--- src/rtl/acc_multicycle_cpu_if.sv ---
// ---------------------------------------------------------------------------
// acc_multicycle_cpu_if
// Program/data load bus of the accumulator CPU. The loader (testbench or boot
// logic) drives it through the master modport; the core samples it through
// the slave modport. Writes are only honoured by the core while rst is high.
//   load_en    memory write strobe
//   load_sel   0 = instruction memory, 1 = data memory
//   load_addr  write address (ADDR_W bits)
//   load_data  write data (4+ADDR_W bits, one instruction word)
// ---------------------------------------------------------------------------
interface acc_multicycle_cpu_if #(
    parameter int ADDR_W = 5
);
    logic              load_en;
    logic              load_sel;
    logic [ADDR_W-1:0] load_addr;
    logic [ADDR_W+3:0] load_data;

    modport master (
        output load_en,
        output load_sel,
        output load_addr,
        output load_data
    );

    modport slave (
        input load_en,
        input load_sel,
        input load_addr,
        input load_data
    );
endinterface

--- src/rtl/acc_multicycle_cpu.sv ---
// ---------------------------------------------------------------------------
// acc_multicycle_cpu
// Multi-cycle accumulator processor: FETCH / DECODE / EXEC per instruction,
// plus a terminal HALT state left only through rst. Instruction and data
// memories are internal, synchronous-write / synchronous-read, and are filled
// through the load bus while rst is held high.
//
// Parameters: DATA_W (accumulator/data width), ADDR_W (address width),
//             CNT_W (retired-instruction counter width).
// Ports:
//   clk, rst     clock and synchronous active-high reset
//   load         load bus (slave modport of acc_multicycle_cpu_if)
//   pc           program counter
//   acc          accumulator
//   zf, cf       zero / carry flags
//   out_data     last value written by OUT; out_valid pulses with each update
//   halted       core is in HALT
//   instr_count  retired instructions, saturating
//
// Optional feature: define ACC_CPU_CALL_EN to turn opcode C into CALL and
// opcode D into RET with a single-level link register. Without it both are NOPs.
// ---------------------------------------------------------------------------
module acc_multicycle_cpu #(
    parameter int DATA_W = 8,
    parameter int ADDR_W = 5,
    parameter int CNT_W  = 16
) (
    input  logic                       clk,
    input  logic                       rst,
    acc_multicycle_cpu_if.slave        load,
    output logic [ADDR_W-1:0]          pc,
    output logic [DATA_W-1:0]          acc,
    output logic                       zf,
    output logic                       cf,
    output logic [DATA_W-1:0]          out_data,
    output logic                       out_valid,
    output logic                       halted,
    output logic [CNT_W-1:0]           instr_count
);
    localparam int IW    = 4 + ADDR_W;
    localparam int DEPTH = 1 << ADDR_W;
    // Bits copied when a word is narrowed/widened into DATA_W.
    localparam int LW    = (DATA_W < IW) ? DATA_W : IW;
    localparam int OW    = (DATA_W < ADDR_W) ? DATA_W : ADDR_W;

    localparam logic [3:0] OP_LDA = 4'h1;
    localparam logic [3:0] OP_STA = 4'h2;
    localparam logic [3:0] OP_ADD = 4'h3;
    localparam logic [3:0] OP_SUB = 4'h4;
    localparam logic [3:0] OP_AND = 4'h5;
    localparam logic [3:0] OP_OR  = 4'h6;
    localparam logic [3:0] OP_LDI = 4'h7;
    localparam logic [3:0] OP_JMP = 4'h8;
    localparam logic [3:0] OP_JZ  = 4'h9;
    localparam logic [3:0] OP_JC  = 4'hA;
    localparam logic [3:0] OP_OUT = 4'hB;
`ifdef ACC_CPU_CALL_EN
    localparam logic [3:0] OP_CALL = 4'hC;
    localparam logic [3:0] OP_RET  = 4'hD;
`endif
    localparam logic [3:0] OP_HLT = 4'hF;

    typedef enum logic [1:0] {FETCH, DECODE, EXEC, HALT} state_t;
    state_t state, state_nx;

    logic [IW-1:0]     imem [DEPTH];
    logic [DATA_W-1:0] dmem [DEPTH];

    logic [IW-1:0]     ir;
    logic [DATA_W-1:0] mdr;
    logic [3:0]        opc;
    logic [ADDR_W-1:0] opnd;
`ifdef ACC_CPU_CALL_EN
    logic [ADDR_W-1:0] link;
`endif

    logic [DATA_W:0]   sum;
    logic [DATA_W:0]   diff;
    logic [DATA_W-1:0] exec_acc;
    logic              exec_zf;
    logic              exec_cf;
    logic [ADDR_W-1:0] exec_pc;
    logic              exec_out;

    assign opc  = ir[IW-1:ADDR_W];
    assign opnd = ir[ADDR_W-1:0];

    function automatic logic [CNT_W-1:0] sat_inc(input logic [CNT_W-1:0] v);
        return (&v) ? v : v + CNT_W'(1);
    endfunction

    function automatic logic [DATA_W-1:0] fit_load(input logic [IW-1:0] d);
        logic [DATA_W-1:0] r;
        r = '0;
        r[LW-1:0] = d[LW-1:0];
        return r;
    endfunction

    function automatic logic [DATA_W-1:0] fit_imm(input logic [ADDR_W-1:0] d);
        logic [DATA_W-1:0] r;
        r = '0;
        r[OW-1:0] = d[OW-1:0];
        return r;
    endfunction

    // Extra top bit carries the carry-out of ADD and the borrow of SUB.
    assign sum  = {1'b0, acc} + {1'b0, mdr};
    assign diff = {1'b0, acc} - {1'b0, mdr};

    always_comb begin
        exec_acc = acc;
        exec_zf  = zf;
        exec_cf  = cf;
        exec_pc  = pc;
        exec_out = 1'b0;
        case (opc)
            OP_LDA: begin
                exec_acc = mdr;
                exec_zf  = (mdr == '0);
            end
            OP_ADD: begin
                exec_acc = sum[DATA_W-1:0];
                exec_cf  = sum[DATA_W];
                exec_zf  = (sum[DATA_W-1:0] == '0);
            end
            OP_SUB: begin
                exec_acc = diff[DATA_W-1:0];
                exec_cf  = diff[DATA_W];
                exec_zf  = (diff[DATA_W-1:0] == '0);
            end
            OP_AND: begin
                exec_acc = acc & mdr;
                exec_cf  = 1'b0;
                exec_zf  = ((acc & mdr) == '0);
            end
            OP_OR: begin
                exec_acc = acc | mdr;
                exec_cf  = 1'b0;
                exec_zf  = ((acc | mdr) == '0);
            end
            OP_LDI: begin
                exec_acc = fit_imm(opnd);
                exec_zf  = (fit_imm(opnd) == '0);
            end
            OP_JMP: exec_pc = opnd;
            // Flags are registers, so these see the values from before EXEC.
            OP_JZ:  if (zf) exec_pc = opnd;
            OP_JC:  if (cf) exec_pc = opnd;
            OP_OUT: exec_out = 1'b1;
`ifdef ACC_CPU_CALL_EN
            OP_CALL: exec_pc = opnd;
            OP_RET:  exec_pc = link;
`endif
            default: ;
        endcase
    end

    always_ff @(posedge clk) begin
        if (rst) state <= FETCH;
        else     state <= state_nx;
    end

    always_comb begin
        state_nx = state;
        case (state)
            FETCH:  state_nx = DECODE;
            DECODE: state_nx = EXEC;
            EXEC:   state_nx = (opc == OP_HLT) ? HALT : FETCH;
            HALT:   state_nx = HALT;
        endcase
    end

    // Memories: loads only under reset; STA only from a completed EXEC, so a
    // reset landing mid-instruction never writes.
    always_ff @(posedge clk) begin
        if (rst) begin
            if (load.load_en) begin
                if (load.load_sel) dmem[load.load_addr] <= fit_load(load.load_data);
                else               imem[load.load_addr] <= load.load_data;
            end
        end else if (state == EXEC && opc == OP_STA) begin
            dmem[opnd] <= acc;
        end
    end

    always_ff @(posedge clk) begin
        if (rst) begin
            pc          <= '0;
            acc         <= '0;
            zf          <= 1'b0;
            cf          <= 1'b0;
            out_data    <= '0;
            out_valid   <= 1'b0;
            halted      <= 1'b0;
            instr_count <= '0;
            ir          <= '0;
            mdr         <= '0;
`ifdef ACC_CPU_CALL_EN
            link        <= '0;
`endif
        end else begin
            out_valid <= 1'b0;
            case (state)
                // FETCH -> DECODE
                FETCH: begin
                    ir <= imem[pc];
                    pc <= pc + ADDR_W'(1);
                end
                // DECODE -> EXEC
                DECODE: mdr <= dmem[opnd];
                // EXEC -> FETCH / HALT
                EXEC: begin
                    acc         <= exec_acc;
                    zf          <= exec_zf;
                    cf          <= exec_cf;
                    pc          <= exec_pc;
                    instr_count <= sat_inc(instr_count);
                    if (exec_out) begin
                        out_data  <= acc;
                        out_valid <= 1'b1;
                    end
                    if (opc == OP_HLT) halted <= 1'b1;
`ifdef ACC_CPU_CALL_EN
                    // pc already points past the CALL: that is the return address.
                    if (opc == OP_CALL) link <= pc;
`endif
                end
                default: ;
            endcase
        end
    end
endmodule
--- src/flat_wrapper.sv ---
// flat-port wrapper written by rule: the top's interface ports become plain ports
module acc_multicycle_cpu_flat 
#(
    parameter int DATA_W = 8,
    parameter int ADDR_W = 5,
    parameter int CNT_W  = 16
)
  (clk, rst, pc, acc, zf, cf, out_data, out_valid, halted, instr_count, load_load_en, load_load_sel, load_load_addr, load_load_data);
  acc_multicycle_cpu_if #(.ADDR_W(ADDR_W)) load_i ();
  input  logic clk;
  input  logic rst;
  output logic [ADDR_W-1:0] pc;
  output logic [DATA_W-1:0] acc;
  output logic zf;
  output logic cf;
  output logic [DATA_W-1:0] out_data;
  output logic out_valid;
  output logic halted;
  output logic [CNT_W-1:0] instr_count;
  input wire logic [$bits(load_i.load_en)-1:0] load_load_en;
  input wire logic [$bits(load_i.load_sel)-1:0] load_load_sel;
  input wire logic [$bits(load_i.load_addr)-1:0] load_load_addr;
  input wire logic [$bits(load_i.load_data)-1:0] load_load_data;
  assign load_i.load_en = load_load_en;
  assign load_i.load_sel = load_load_sel;
  assign load_i.load_addr = load_load_addr;
  assign load_i.load_data = load_load_data;
  acc_multicycle_cpu #(.DATA_W(DATA_W), .ADDR_W(ADDR_W), .CNT_W(CNT_W)) u_core (.clk(clk), .rst(rst), .load(load_i), .pc(pc), .acc(acc), .zf(zf), .cf(cf), .out_data(out_data), .out_valid(out_valid), .halted(halted), .instr_count(instr_count));
endmodule
--- config.mk ---
export PLATFORM = sky130hd
export DESIGN_NAME = acc_multicycle_cpu_flat
export DESIGN_NICKNAME = d
export VERILOG_FILES = /design/src/rtl/acc_multicycle_cpu_if.sv /design/src/rtl/acc_multicycle_cpu.sv /design/src/flat_wrapper.sv
export SDC_FILE = /design/constraint.sdc
export NUM_CORES = 1
export LEC_CHECK = 0
export CAP_MARGIN = 20
export CORE_ASPECT_RATIO = 0.5
export CORE_UTILIZATION = 30
export CTS_CLUSTER_SIZE = 20
export DETAILED_ROUTE_END_ITERATION = 16
export PLACE_DENSITY = 0.47
export SLEW_MARGIN = 0
export SYNTH_ARGS = -nofsm -noshare
export SYNTH_HDL_FRONTEND = slang
export SYNTH_SLANG_ARGS = --single-unit
--- constraint.sdc ---
create_clock -name clk -period 3.4 [get_ports clk]
set_input_delay 0.34 -clock clk [delete_from_list [all_inputs] [get_ports clk]]
set_output_delay 0.34 -clock clk [all_outputs]
set_load 0.02 [all_outputs]
## After elaboration in Yosys (flattened, before gate mapping)

Memories as Yosys holds them, arrays and structs flattened. A register that Yosys moved wholly into a read port is not among the register bits.
Index checks and enable logic that the tools add are counted.

- Bitwise gates (word level): 4
- Equal/unequal tests: 18
- Add/subtract/negate cells: 4
- Muxes and demuxes: 25
- Reductions and logical operators: 21

Operators by type and width:

| operator | count |
|---|---|
| $pmux W8 S6 | 1 |
| $logic_not A8 Y1 | 5 |
| $eq A4 B4 Y1 const B | 5 |
| $add A16 B1 Y16 const B | 1 |
| $eq A4 B3 Y1 const B | 4 |
| $reduce_and A16 Y1 | 1 |
| $mux W5 | 3 |
| $pmux W5 S3 | 1 |
| $mux W1 | 14 |
| $pmux W5 S2 | 1 |
| $reduce_and A2 Y1 | 5 |
| $add A8 B8 Y9 | 1 |
| $sub A8 B8 Y9 | 1 |
| $and A8 B8 Y8 | 1 |
| $eq A4 B2 Y1 const B | 2 |
| $mux W8 | 1 |
| $or A8 B8 Y8 | 1 |
| $pmux W2 S4 | 1 |
| $reduce_or A8 Y1 | 1 |
| $ne A3 B2 Y1 const B | 2 |
| $pmux W1 S6 | 1 |
| $reduce_bool A6 Y1 | 1 |
| $add A5 B1 Y5 const B | 1 |
| $logic_not A5 Y1 | 1 |
| 13 further kinds | 16 |

- Register bits: 43
- Logic and storage cells: 83
- Memories kept: 2
- Output and inout port bits: 41
- Input bits: 18
- RAM bits: 544

Memories:

| name | words | width | rd ports | clocked after Yosys merged registers in | write ports | RTL line | text |
|---|---|---|---|---|---|---|---|
| u_core.imem | 32 | 9 | 1 | 1 | 1 | acc_multicycle_cpu.sv:66 | `logic [IW-1:0] imem [DEPTH];` |
| u_core.dmem | 32 | 8 | 1 | 1 | 1 | acc_multicycle_cpu.sv:67 | `logic [DATA_W-1:0] dmem [DEPTH];` |

## Longest topological paths before layout

Gate-level depths: netlist (run 1).

- Word-level depth: 7
- Mapped depth: 10
- Depth with buffers taken out: 9

## Worst setup path after synthesis (run 1)

No wires, ideal clock.

- Path type: reg2reg
- Start point: reg u_core.state[0]
- End point: mem u_core.dmem[0][0] (data pin)
- Clock period less this slack: 3.227 ns
- Arrival time: 2.773 ns
- Path buffers: 3
- Data required time: 2.946 ns
- Stages on the path, launching flop included: 7
- Library setup time: 0.454 ns
- Setup slack: 0.173 ns
- Cell sequence: dfxtp_1 -> buf_2 -> nand2b_1 -> or4_1 -> clkbuf_1 -> clkbuf_1 -> o21ai_0

- Word-level cells in the longest chain between the ends: 7

RTL lines:

| element | RTL line | text |
|---|---|---|
| start, declared | acc_multicycle_cpu.sv:64 | `state_t state, state_nx;` |
| start signal, assigned | acc_multicycle_cpu.sv:160 | `else state <= state_nx;` |
| $eq A2 B2 Y1 | acc_multicycle_cpu.sv:181 | `end else if (state == EXEC && opc == OP_STA) begin` |
| $logic_and A1 B1 Y1 | acc_multicycle_cpu.sv:181 |  |
| $mux W1 | acc_multicycle_cpu.sv:181 |  |
| $mux W1 | acc_multicycle_cpu.sv:176 | `if (rst) begin` |
| $mux W1 (not written as such) | acc_multicycle_cpu.sv:182 | `dmem[opnd] <= acc;` |
| $reduce_or A8 Y1 (no source line) | - |  |
| $mux W8 (no source line) | - |  |
| end, declared | acc_multicycle_cpu.sv:67 |  |

Every way passes these cells.

## Worst setup path in the final report (run 1)

- Start point: reg u_core.acc[0]
- End point: reg u_core.acc[6]

- Word-level cells in the longest chain between the ends: 2
- Elaborated cells between the ends (all ways): 3
- Classes of those cells: add/sub (2); mux (1)

RTL lines:

| element | RTL line | text |
|---|---|---|
| start, declared | acc_multicycle_cpu.sv:32 | `output logic [DATA_W-1:0] acc,` |
| start signal, assigned | acc_multicycle_cpu.sv:189 | `acc <= '0;` |
| start signal, assigned | acc_multicycle_cpu.sv:213 | `acc <= exec_acc;` |
| $sub A8 B8 Y9 / $add A8 B8 Y9 (equally long branches) | acc_multicycle_cpu.sv:108, acc_multicycle_cpu.sv:107 |  |
| $pmux W8 S6 (*) | acc_multicycle_cpu.sv:116 | `case (opc)` |

Mark *: on every way between the ends. The rest lies on a longest branch, timed or not.
A chain may end at the register's enable or synchronous reset.

==> results of run 1 <==
==> power breakdown <==
part / switching, W / internal (W)
sequential: 0.000163 / 0.00815
combinational: 0.00113 / 0.000887
clock: 0.00277 / 0.00371
total: 0.00406 / 0.0127
==> cells by family after synthesis <==
logic type / Yosys count
flip-flops: 604
AND/OR/NAND/NOR: 296
AO/OA/AOI/OAI: 198
multiplexers: 192
buffers and inverters: 119
adder cells (fa/ha/maj): 28
XOR/XNOR: 26
==> cell usage after synthesis (all sizes together), types with 4 or more instances <==
library cell and n:
a2111oi 12, a211oi 24, a21o 6, a21oi 35
a221o 6, a221oi 13, a31oi 7, a41oi 4
and3 6, and4 4, buf 38, clkbuf 50
dfxtp 60, edfxtp 544, ha 26, inv 31
mux2 16, mux2i 43, mux4 133, nand2 59
nand2b 8, nand3 12, nand3b 5, nand4 12
nor2 130, nor2b 20, nor3 14, nor4 5
o211ai 7, o21ai 32, o221ai 15, o31ai 13
or3 4, xnor2 11, xor2 15
==> stage by stage <==
step / total power, W / worst slack, ns
after floorplan: 0.00972 / 0.173
after global placement: 0.0105 / 0.577
after detailed placement: 0.0105 / 0.548
after CTS: 0.0170 / 0.551
after global routing: 0.0174 / 0.436
final: 0.0168 / 0.654
==> worst paths after layout <==
check	to	slack, ns
max reg2reg	u_core.acc[6]$_SDFFE_PP0P_	0.65
max	u_core.acc[6]$_SDFFE_PP0P_	0.65
min	u_core.out_data[6]$_SDFFE_PP0P_	0.39
min reg2reg	u_core.halted$_SDFFE_PP0P_	0.47
==> area by class of cell <==
class,instances,area [um2]
inverter,31,116
multi-input combinational,740,7080
timing repair buffer,182,1580
clock buffer,68,1490
sequential,604,17600
clock inverter,36,373
tap,1102,1380
fill,7722,52600
==> worst max-delay path: cells and delay by family, from the launching register on <==
family | cells | cell delay, ns
compound gates | 5 | 1.27
xor+xnor | 1 | 0.11
fa+ha+maj | 2 | 0.71
buf+inv | 1 | 0.11
flops | 1 | 0.41
==> flip-flops by register name, summed over array words and instances (netlist names) <==
signal,count
u_core.acc,8
u_core.cf,1
u_core.dmem,256
u_core.halted,1
u_core.imem,288
u_core.instr_count,16
u_core.ir,9
u_core.mdr,8
u_core.out_data,8
u_core.out_valid,1
u_core.pc,5
u_core.state,2
u_core.zf,1
==> per-layer routing <==
metal / global-route usage [%] / share of wire (%)
met1: 22.0 / 46
met2: 24.8 / 47
met3: 2.88 / 5.3
met4: 3.24 / 1.6
met5: 0 / 0
==> placed cells by master (no fill, tap or decap), types with 7 or more instances in the layout <==
| cell | count |
|---|---|
| sky130_fd_sc_hd__a2111oi_0 | 12 |
| sky130_fd_sc_hd__a211oi_1 | 23 |
| sky130_fd_sc_hd__a21oi_1 | 34 |
| sky130_fd_sc_hd__a221oi_1 | 13 |
| sky130_fd_sc_hd__a31oi_1 | 7 |
| sky130_fd_sc_hd__buf_4 | 118 |
| sky130_fd_sc_hd__bufinv_16 | 8 |
| sky130_fd_sc_hd__clkbuf_1 | 10 |
| sky130_fd_sc_hd__clkbuf_16 | 58 |
| sky130_fd_sc_hd__clkdlybuf4s50_1 | 57 |
| sky130_fd_sc_hd__clkinv_1 | 18 |
| sky130_fd_sc_hd__clkinv_2 | 8 |
| sky130_fd_sc_hd__dfxtp_1 | 55 |
| sky130_fd_sc_hd__edfxtp_1 | 544 |
| sky130_fd_sc_hd__ha_1 | 26 |
| sky130_fd_sc_hd__inv_1 | 31 |
| sky130_fd_sc_hd__mux2_2 | 16 |
| sky130_fd_sc_hd__mux2i_1 | 43 |
| sky130_fd_sc_hd__mux4_2 | 127 |
| sky130_fd_sc_hd__nand2_1 | 59 |
| sky130_fd_sc_hd__nand2b_1 | 8 |
| sky130_fd_sc_hd__nand3_1 | 12 |
| sky130_fd_sc_hd__nand4_1 | 12 |
| sky130_fd_sc_hd__nor2_1 | 130 |
| sky130_fd_sc_hd__nor2b_1 | 20 |
| sky130_fd_sc_hd__nor3_1 | 13 |
| sky130_fd_sc_hd__o211ai_1 | 7 |
| sky130_fd_sc_hd__o21ai_0 | 24 |
| sky130_fd_sc_hd__o21ai_2 | 8 |
| sky130_fd_sc_hd__o221ai_1 | 15 |
| sky130_fd_sc_hd__o31ai_1 | 13 |
| sky130_fd_sc_hd__xnor2_1 | 11 |
| sky130_fd_sc_hd__xor2_1 | 15 |
==> run metrics, run 1 <==
Hold Path Class input pin to flop; final count of pins violating max slew 0; routed len/inst roughly 24 um; multiplexer area fraction after synthesis roughly 14%; worst slew pin tran around 1.0 ns; wire length reported by the detailed router about 66000 um; leading area contributor after synthesis sky130_fd_sc_hd__edfxtp_1; accumulated negative setup slack 0 ns; die outline width 411 um; Site Rows 74; die outline area roughly 85000 um2; Critical Path AT approximately 3.2 ns; Slowest cell on crit path sky130_fd_sc_hd__o311ai_1; vertical die dimension about 210 um; Yosys warning count 0; largest fanout of any net on the critical path 5; most common flop cell mapped by yosys sky130_fd_sc_hd__edfxtp_1; Diodes inserted 0; initial core utilization between 30% and 40%; Post-synth ARST share 0%; fin cells approximately 2800; Pre-Repair DR Iteration Count 5; Boundary Pins 59; Port Buffer Count 58; hpwl dp approximately 43000 um; Reg2Reg Launch Point u_core.acc[0]$_SDFFE_PP0P_; Pleak between 9 and 10 nW; r2r worst-path depth 9; share of layout cells above drive strength 1 22.0%; Synth Instances between 1000 and 1500; final net count approximately 1700; IR Drop Worst-Case VDD slightly above 0.4 mV; clk_lat worst skew between 0.6 and 0.7 ns; TritonCTS clock tree yes; relative slew slack about a third; status complete, no violations; number of synthesized register bits between 600 and 700; number of buffers created by CTS 56; max-capacitance violation count 0; number of global-route vias before repair 13800; fraction of the mapped netlist area in compound gates 5.63%; Residual DRC 0; CTS Hold Bufs 0; Adder-Cell Fraction of Synth Area under 10%; first-pass GRT wire length just under 100000 um; worst setup path start u_core.acc[0]$_SDFFE_PP0P_; area of all placed cells without fillers just under 30000 um2; worst-case clock buffer depth 3; area growth from synthesis to final layout 17.7%; placed inst area around 28000 um2; sequential-to-total area share from yosys stat approximately 70%; post-route minimum period roughly 2.7 ns; gr ovfl total 0; crit share post-route 80.8%; category of the most critical setup path flop to flop; RSZ-0062 raised after global routing no; syn nets 1509; depth of the CTS H-tree 2; hold slack final 0.385 ns; main combinational cell family by area after synthesis multiplexers; Min-Delay Path Depth 3; GRT Overall Usage ~15%; Pwr Density ~570 nW/um2; via total after detailed routing between 10000 and 15000; detailed router's first-iteration violation count 1183; clock slew seen by the registers of the worst setup and hold paths 0.07 ns; synthesized-area fraction occupied by xor and xnor cells less than 1%; ordered list of cells on the worst path inv_1, ha_1, fa_1, o21bai_1, a21oi_1, o311ai_1, xnor2_1, a221oi_1, o32ai_1; Highest Clock Rate between 300 and 400 MHz; unique cell type count in the Yosys netlist 70; start point of the worst hold path rst; number of antenna violations at the first check in global routing 1; clock skew ~0.034 ns; basic-gate share of the synthesized area counting and, or, nand and nor cells between 5 and 6%; Setup Buffers After CTS 0; Std-Cell Core Area between 80000 and 90000 um2; mean area per synthesized cell around 17 um2; count of instances resized after the clock tree is built 0; kind of start point of the critical path flop; placed cells 2659; CTS sink count ~600; largest net degree at the start of global routing 47; Setup crit end kind flop; Critical Path RT ~4 ns; number of flops mapped to enable cells by yosys approximately 540; master cell of the clock root buffer sky130_fd_sc_hd__clkbuf_16; Detail Route Antenna Nets 0; GPL Wtd Cong approximately 0.84; vias per cell 5.01; top cells by area in the synthesized netlist sky130_fd_sc_hd__edfxtp_1 (65%), sky130_fd_sc_hd__mux4_2 (11%), sky130_fd_sc_hd__dfxtp_1 (4.8%), sky130_fd_sc_hd__nor2_1 (1.9%), sky130_fd_sc_hd__mux2i_1 (1.7%); final core utilization 36.0%; cell area after technology mapping around 25000 um2; Setup Viol. Count Final 0; Hold Violations, Final 0; slowest stage delay, CP ~0.49 ns; Synth top area share between 60 and 70%
Note: power is estimated with default switching activity, not from simulation.
==> inputs of run 2 (changes only) <==
PLACE_DENSITY = 0.46   (was 0.47)
clock period = 2.6 ns   (was 3.4 ns; I/O delays follow)
==> run 2 against run 1 <==
- the flow now finishes with violations (setup timing)
- sequential power rose by 30%
- power rose by 33%
- sequential share of layout area fell by 1.4 points
- first-iteration DRC count rose by 10%
- clock skew fell by 0.012 ns
- critical path depth fell by 2
==> run metrics, run 2 (same netlist as run 1, synthesis figures left out) <==
status finished with violations; violations in the final reports setup timing; gr ovfl total 0; final net count between 1500 and 2000; met3 Usage GRT under 10%; Slowest cell on crit path sky130_fd_sc_hd__a2111oi_0; GRT Overall Usage ~16%; most common cell after layout, fill and taps aside sky130_fd_sc_hd__edfxtp_1; Residual DRC 0; TritonCTS clock tree yes; category of the most critical setup path flop to flop; number of antenna violations at the first check in global routing 1; post-route minimum period approximately 2.7 ns; met1 global-route usage about a quarter; CTS Hold Bufs 0; Reg2Reg Launch Point u_core.pc[0]$_SDFFE_PP0P_; Boundary Pins just under 60; Site Rows 74; first-pass GRT wire length approximately 100000 um; flop2flop setup slack -0.09 ns; worst-case clock buffer depth 3; Setup WS pre-CTS around 0.09 ns; slowest stage delay, CP between 1 and 1.5 ns; Setup crit end kind flop; r2r worst-path depth 7; Setup Viol. Count Final 1; count of buffer and inverter cells on the critical path 2; Highest Clock Rate around 370 MHz; master cell of the clock root buffer sky130_fd_sc_hd__clkbuf_16; Min-Delay Path Depth 3; die outline width 411 um; Pre-Repair DR Iteration Count 6; depth of the CTS H-tree 2; number of global-route vias before repair between 10000 and 15000; area growth from synthesis to final layout 20.6%; clock skew around 0.022 ns; accumulated negative setup slack -0.0856 ns; largest fanout of any net on the critical path 17; Hold Path End u_core.halted$_SDFFE_PP0P_; most frequent cells in the layout sky130_fd_sc_hd__edfxtp_1 (544), sky130_fd_sc_hd__buf_4 (188), sky130_fd_sc_hd__nor2_1 (130); number of buffers created by CTS 58; detailed router's first-iteration violation count between 1000 and 1500; Port Buffer Count a little under 60; crit share post-route 103%; CTS sink count between 600 and 700; start point of the worst hold path rst; clk_lat worst skew roughly 0.64 ns; via total after detailed routing 14100; min setup slack post-route -0.0856 ns; hpwl dp roughly 45000 um; Critical Path AT between 3 and 4 ns; final count of pins violating max slew 0; largest net degree at the start of global routing 36; GPL Wtd Cong around 0.86; initial core utilization a little under a third; wire length reported by the detailed router approximately 68000 um; vias per cell between 4 and 5; max-capacitance violation count 0; FF-to-FF End u_core.ir[2]$_SDFFE_PP0P_; ordered list of cells on the worst path buf_12, mux4_2, mux2_2, o21ai_0, buf_4, a2111oi_0, a21o_1; placed inst area between 20000 and 30000 um2; max reg flops between 200 and 300; kind of start point of the critical path flop; relative slew slack approximately an eighth; area of all placed cells without fillers approximately 30000 um2; routed len/inst 24.0 um; busiest metal layer after global routing met2; vertical die dimension 207 um; RSZ-0062 raised after global routing yes; die outline area around 85000 um2; met2 track demand over resource in global routing ~24%; Pwr Density 739 nW/um2; register ranked first by flip-flop count u_core.imem; final core utilization between 30% and 40%; cell type group with the largest total delay on the critical path compound AO/OA/AOI/OAI gates; Hold Path Class input pin to flop; worst setup path start u_core.pc[0]$_SDFFE_PP0P_; hold slack final roughly 0.14 ns; Std-Cell Core Area 82200 um2; Hold Violations, Final 0; leading registers by flop count u_core.imem (288), u_core.dmem (256), u_core.instr_count (16); Critical Path RT roughly 3.2 ns; clock slew seen by the registers of the worst setup and hold paths roughly 0.07 ns; critical path depth in cells 7; Pleak roughly 9.6 nW; IR Drop Worst-Case VDD roughly 0.52 mV; worst slew pin tran between 1 and 1.5 ns; share of layout cells above drive strength 1 about a quarter; Detail Route Antenna Nets 0
## run 2: worst max path at each step
stage	to	slack, ns
after global placement	u_core.dmem[5][4]$_DFFE_PP_	0.07
after global routing	u_core.acc[7]$_SDFFE_PP0P_	-0.02
after detailed placement	u_core.dmem[3][1]$_DFFE_PP_	0.09
after CTS	u_core.acc[7]$_SDFFE_PP0P_	0.10
final	u_core.ir[2]$_SDFFE_PP0P_	-0.09
after floorplan	u_core.dmem[0][2]$_DFFE_PP_	-0.11
## run 2: area by class of cell
type / count / area [um2]
flip-flops and latches: 604 / 17600
repair buffers: 259 / 2250
multi-input cells: 740 / 7090
well taps: 1102 / 1380
clock inverters: 43 / 410
fillers: 7710 / 51900
diodes: 1 / 2.50
clock buffers: 66 / 1500
inverters: 31 / 116
## run 2: what timing repair did
action / CTS / global route
resized for setup: 1 / 2
setup endpoints to repair: 1 / 3
setup buffers: 0 / 1
pin swaps: 0 / 1
hold endpoints to repair: 0 / 0
## run 2: layer usage
metal  up-vias  part of all wire [%]
met4         0                   1.9
li1       6335                     -
met3        81                   4.8
met1      7374                    48
met5         -                     0
met2       359                    45
## run 2: power by group
part | internal (W) | leakage, nW | switching, W
clock | 0.00485 | 0.926 | 0.00378
sequential | 0.0107 | 5.38 | 0.000136
combinational | 0.00132 | 3.34 | 0.00164
## run 2: worst min-delay path: stages
cell and delay [ns]:
sky130_fd_sc_hd__buf_2 0.16, sky130_fd_sc_hd__buf_4 0.21, sky130_fd_sc_hd__nor2_1 0.10
## run 2: metrics by stage
step                      instances  power (W)
after floorplan                1463     0.0127
after global placement         2735     0.0140
after detailed placement       2735     0.0140
after CTS                      2844     0.0226
after global routing           2846     0.0232
final                          2846     0.0224
==> inputs of run 3 (changes only) <==
CTS_BUF_LIST = sky130_fd_sc_hd__clkbuf_4 sky130_fd_sc_hd__clkbuf_8 sky130_fd_sc_hd__clkbuf_16   (was not set)
==> run 3 against run 2 <==
- the run still ends with setup timing left
- final area barely moved
- power rose by 0.31%
- critical path depth did not move
- global-route usage barely moved
- register-to-register slack improved by 0.02 ns
- routed wire length rose by 0.15%
- maximum frequency rose by 0.74%
- die area did not move
- clock-buffer cell count did not move
- sequential share of layout area fell by 0.055 points
- critical path type unchanged
- critical endpoint unchanged
- largest cell class unchanged
==> run metrics, run 3 (same netlist as run 1, synthesis figures left out) <==
Critical Path RT ~3.2 ns; share of layout cells above drive strength 1 around a quarter; register ranked first by flip-flop count u_core.imem; placed inst area 28400 um2; master cell of the clock root buffer sky130_fd_sc_hd__clkbuf_16; clock slew seen by the registers of the worst setup and hold paths roughly 0.070 ns; via total after detailed routing 14200; Slowest cell on crit path sky130_fd_sc_hd__a2111oi_0; Std-Cell Core Area 82200 um2; vertical die dimension approximately 210 um; Pleak around 9.7 nW; clock skew about 0.022 ns; worst-case clock buffer depth 3; vias per cell between 4 and 5; die outline width 411 um; r2r worst-path depth 7; count of buffer and inverter cells on the critical path 2; Hold Path End u_core.halted$_SDFFE_PP0P_; Boundary Pins slightly below 60; most frequent cells in the layout sky130_fd_sc_hd__edfxtp_1 (544), sky130_fd_sc_hd__buf_4 (188), sky130_fd_sc_hd__nor2_1 (130); crit share post-route 103%; largest fanout of any net on the critical path 17; depth of the CTS H-tree 2; cell type group with the largest total delay on the critical path compound AO/OA/AOI/OAI gates; Hold Violations, Final 0; min setup slack post-route -0.0660 ns; initial core utilization between 30 and 40%; Pwr Density 740 nW/um2; Setup crit end kind flop; kind of start point of the critical path flop; Setup WS pre-CTS about 0.09 ns; Pre-Repair DR Iteration Count 5; die outline area 85000 um2; Critical Path AT 3.24 ns; final net count approximately 1700; Site Rows between 70 and 80; GPL Wtd Cong 0.859; status finished with violations; number of antenna violations at the first check in global routing 1; CTS sink count around 600; post-route minimum period ~2.7 ns; category of the most critical setup path flop to flop; hpwl dp between 40000 and 50000 um; most common cell after layout, fill and taps aside sky130_fd_sc_hd__edfxtp_1; largest net degree at the start of global routing 36; max-capacitance violation count 0; start point of the worst hold path rst; Detail Route Antenna Nets 0; violations in the final reports setup timing; routed len/inst between 20 and 25 um; final count of pins violating max slew 0; IR Drop Worst-Case VDD ~0.52 mV; ordered list of cells on the worst path buf_12, mux4_2, mux2_2, o21ai_0, buf_4, a2111oi_0, a21o_1; FF-to-FF End u_core.ir[2]$_SDFFE_PP0P_; Setup Viol. Count Final 1; final core utilization approximately 37%; Hold Path Class input pin to flop; Port Buffer Count a little under 60; area growth from synthesis to final layout 20.7%; number of global-route vias before repair 14200; number of buffers created by CTS 58; RSZ-0062 raised after global routing yes; worst setup path start u_core.pc[0]$_SDFFE_PP0P_; Highest Clock Rate around 380 MHz; TritonCTS clock tree yes; max reg flops 288; GRT Overall Usage 16.0%; Layout fillers just under 8000; first-pass GRT wire length approximately 100000 um; flop2flop setup slack -0.07 ns; Residual DRC 0; Min-Delay Path Depth 3; placed cells about 2700; slowest stage delay, CP roughly 1.1 ns; worst slew pin tran 1.27 ns; area of all placed cells without fillers between 30000 and 40000 um2; relative slew slack around an eighth; gr ovfl total 0; leading registers by flop count u_core.imem (288), u_core.dmem (256), u_core.instr_count (16); fin cells ~2800; clk_lat worst skew between 0.6 and 0.7 ns; Reg2Reg Launch Point u_core.pc[0]$_SDFFE_PP0P_; detailed router's first-iteration violation count between 1000 and 1500; wire length reported by the detailed router approximately 70000 um
run 3: changes by cell type in the layout (fill, tap and decap cells not counted), sizes merged:
cell	before	now
diode	1	2
run 3: area by class of cell:
class,count,area [um2],area share (%)
Sequential cell,604,17600,57.9
Multi-Input combinational cell,740,7090,23.4
Timing Repair Buffer,259,2250,7.41
Clock buffer,66,1530,5.04
Tap cell,1102,1380,4.55
Clock inverter,43,410,1.35
Inverter,31,116,0.384
Antenna cell,2,5.00,0.0165
run 3: metrics by stage:
stage | total power, W | setup TNS (ns) | hold slack, ns
2_1_floorplan | 0.0127 | -27.33 | 0.359
3_3_place_gp | 0.0140 | 0 | 0.457
3_5_place_dp | 0.0140 | 0 | 0.465
4_1_cts | 0.0227 | 0 | 0.0893
5_1_grt | 0.0232 | -0.0260 | 0.132
6_report | 0.0224 | -0.0660 | 0.141
run 3: timing repair:
item                                    CTS  global route
buffers inserted                          0             1
pin swaps                                 0             1
endpoints found under the setup margin    1             3
resized for setup                         1             2
hold buffers                              0             0
run 3: layer usage:
| layer | vias up | wire length (um) | GRT usage [%] | part of all wire (%) |
|---|---|---|---|---|
| li1 | 6335 | - | - | - |
| met1 | 7397 | 32800 | 23.8 | 48 |
| met2 | 387 | 30700 | 24.5 | 45 |
| met3 | 78 | 3520 | 2.61 | 5.2 |
| met4 | 0 | 1300 | 3.84 | 1.9 |
| met5 | - | 0 | 0 | 0 |
run 3: how the worst max path moves through the flow:
| stage | to | cells past startpoint |
|---|---|---|
| 5_1_grt | u_core.acc[7]$_SDFFE_PP0P_ | 9 |
| 6_report | u_core.ir[2]$_SDFFE_PP0P_ | 7 |
| 2_1_floorplan | u_core.dmem[0][2]$_DFFE_PP_ | 6 |
| 3_5_place_dp | u_core.dmem[3][1]$_DFFE_PP_ | 7 |
| 3_3_place_gp | u_core.dmem[5][4]$_DFFE_PP_ | 6 |
| 4_1_cts | u_core.acc[7]$_SDFFE_PP0P_ | 8 |
run 3: power breakdown:
| part | switching, W | internal, W |
|---|---|---|
| Clock | 0.00377 | 0.00493 |
| Sequential | 0.000137 | 0.0107 |
| Combinational | 0.00164 | 0.00132 |
| Total | 0.00554 | 0.0169 |
run 3: worst min-delay path: stages:
cell and delay [ns]:
sky130_fd_sc_hd__buf_2 0.16, sky130_fd_sc_hd__buf_4 0.21, sky130_fd_sc_hd__nor2_1 0.10
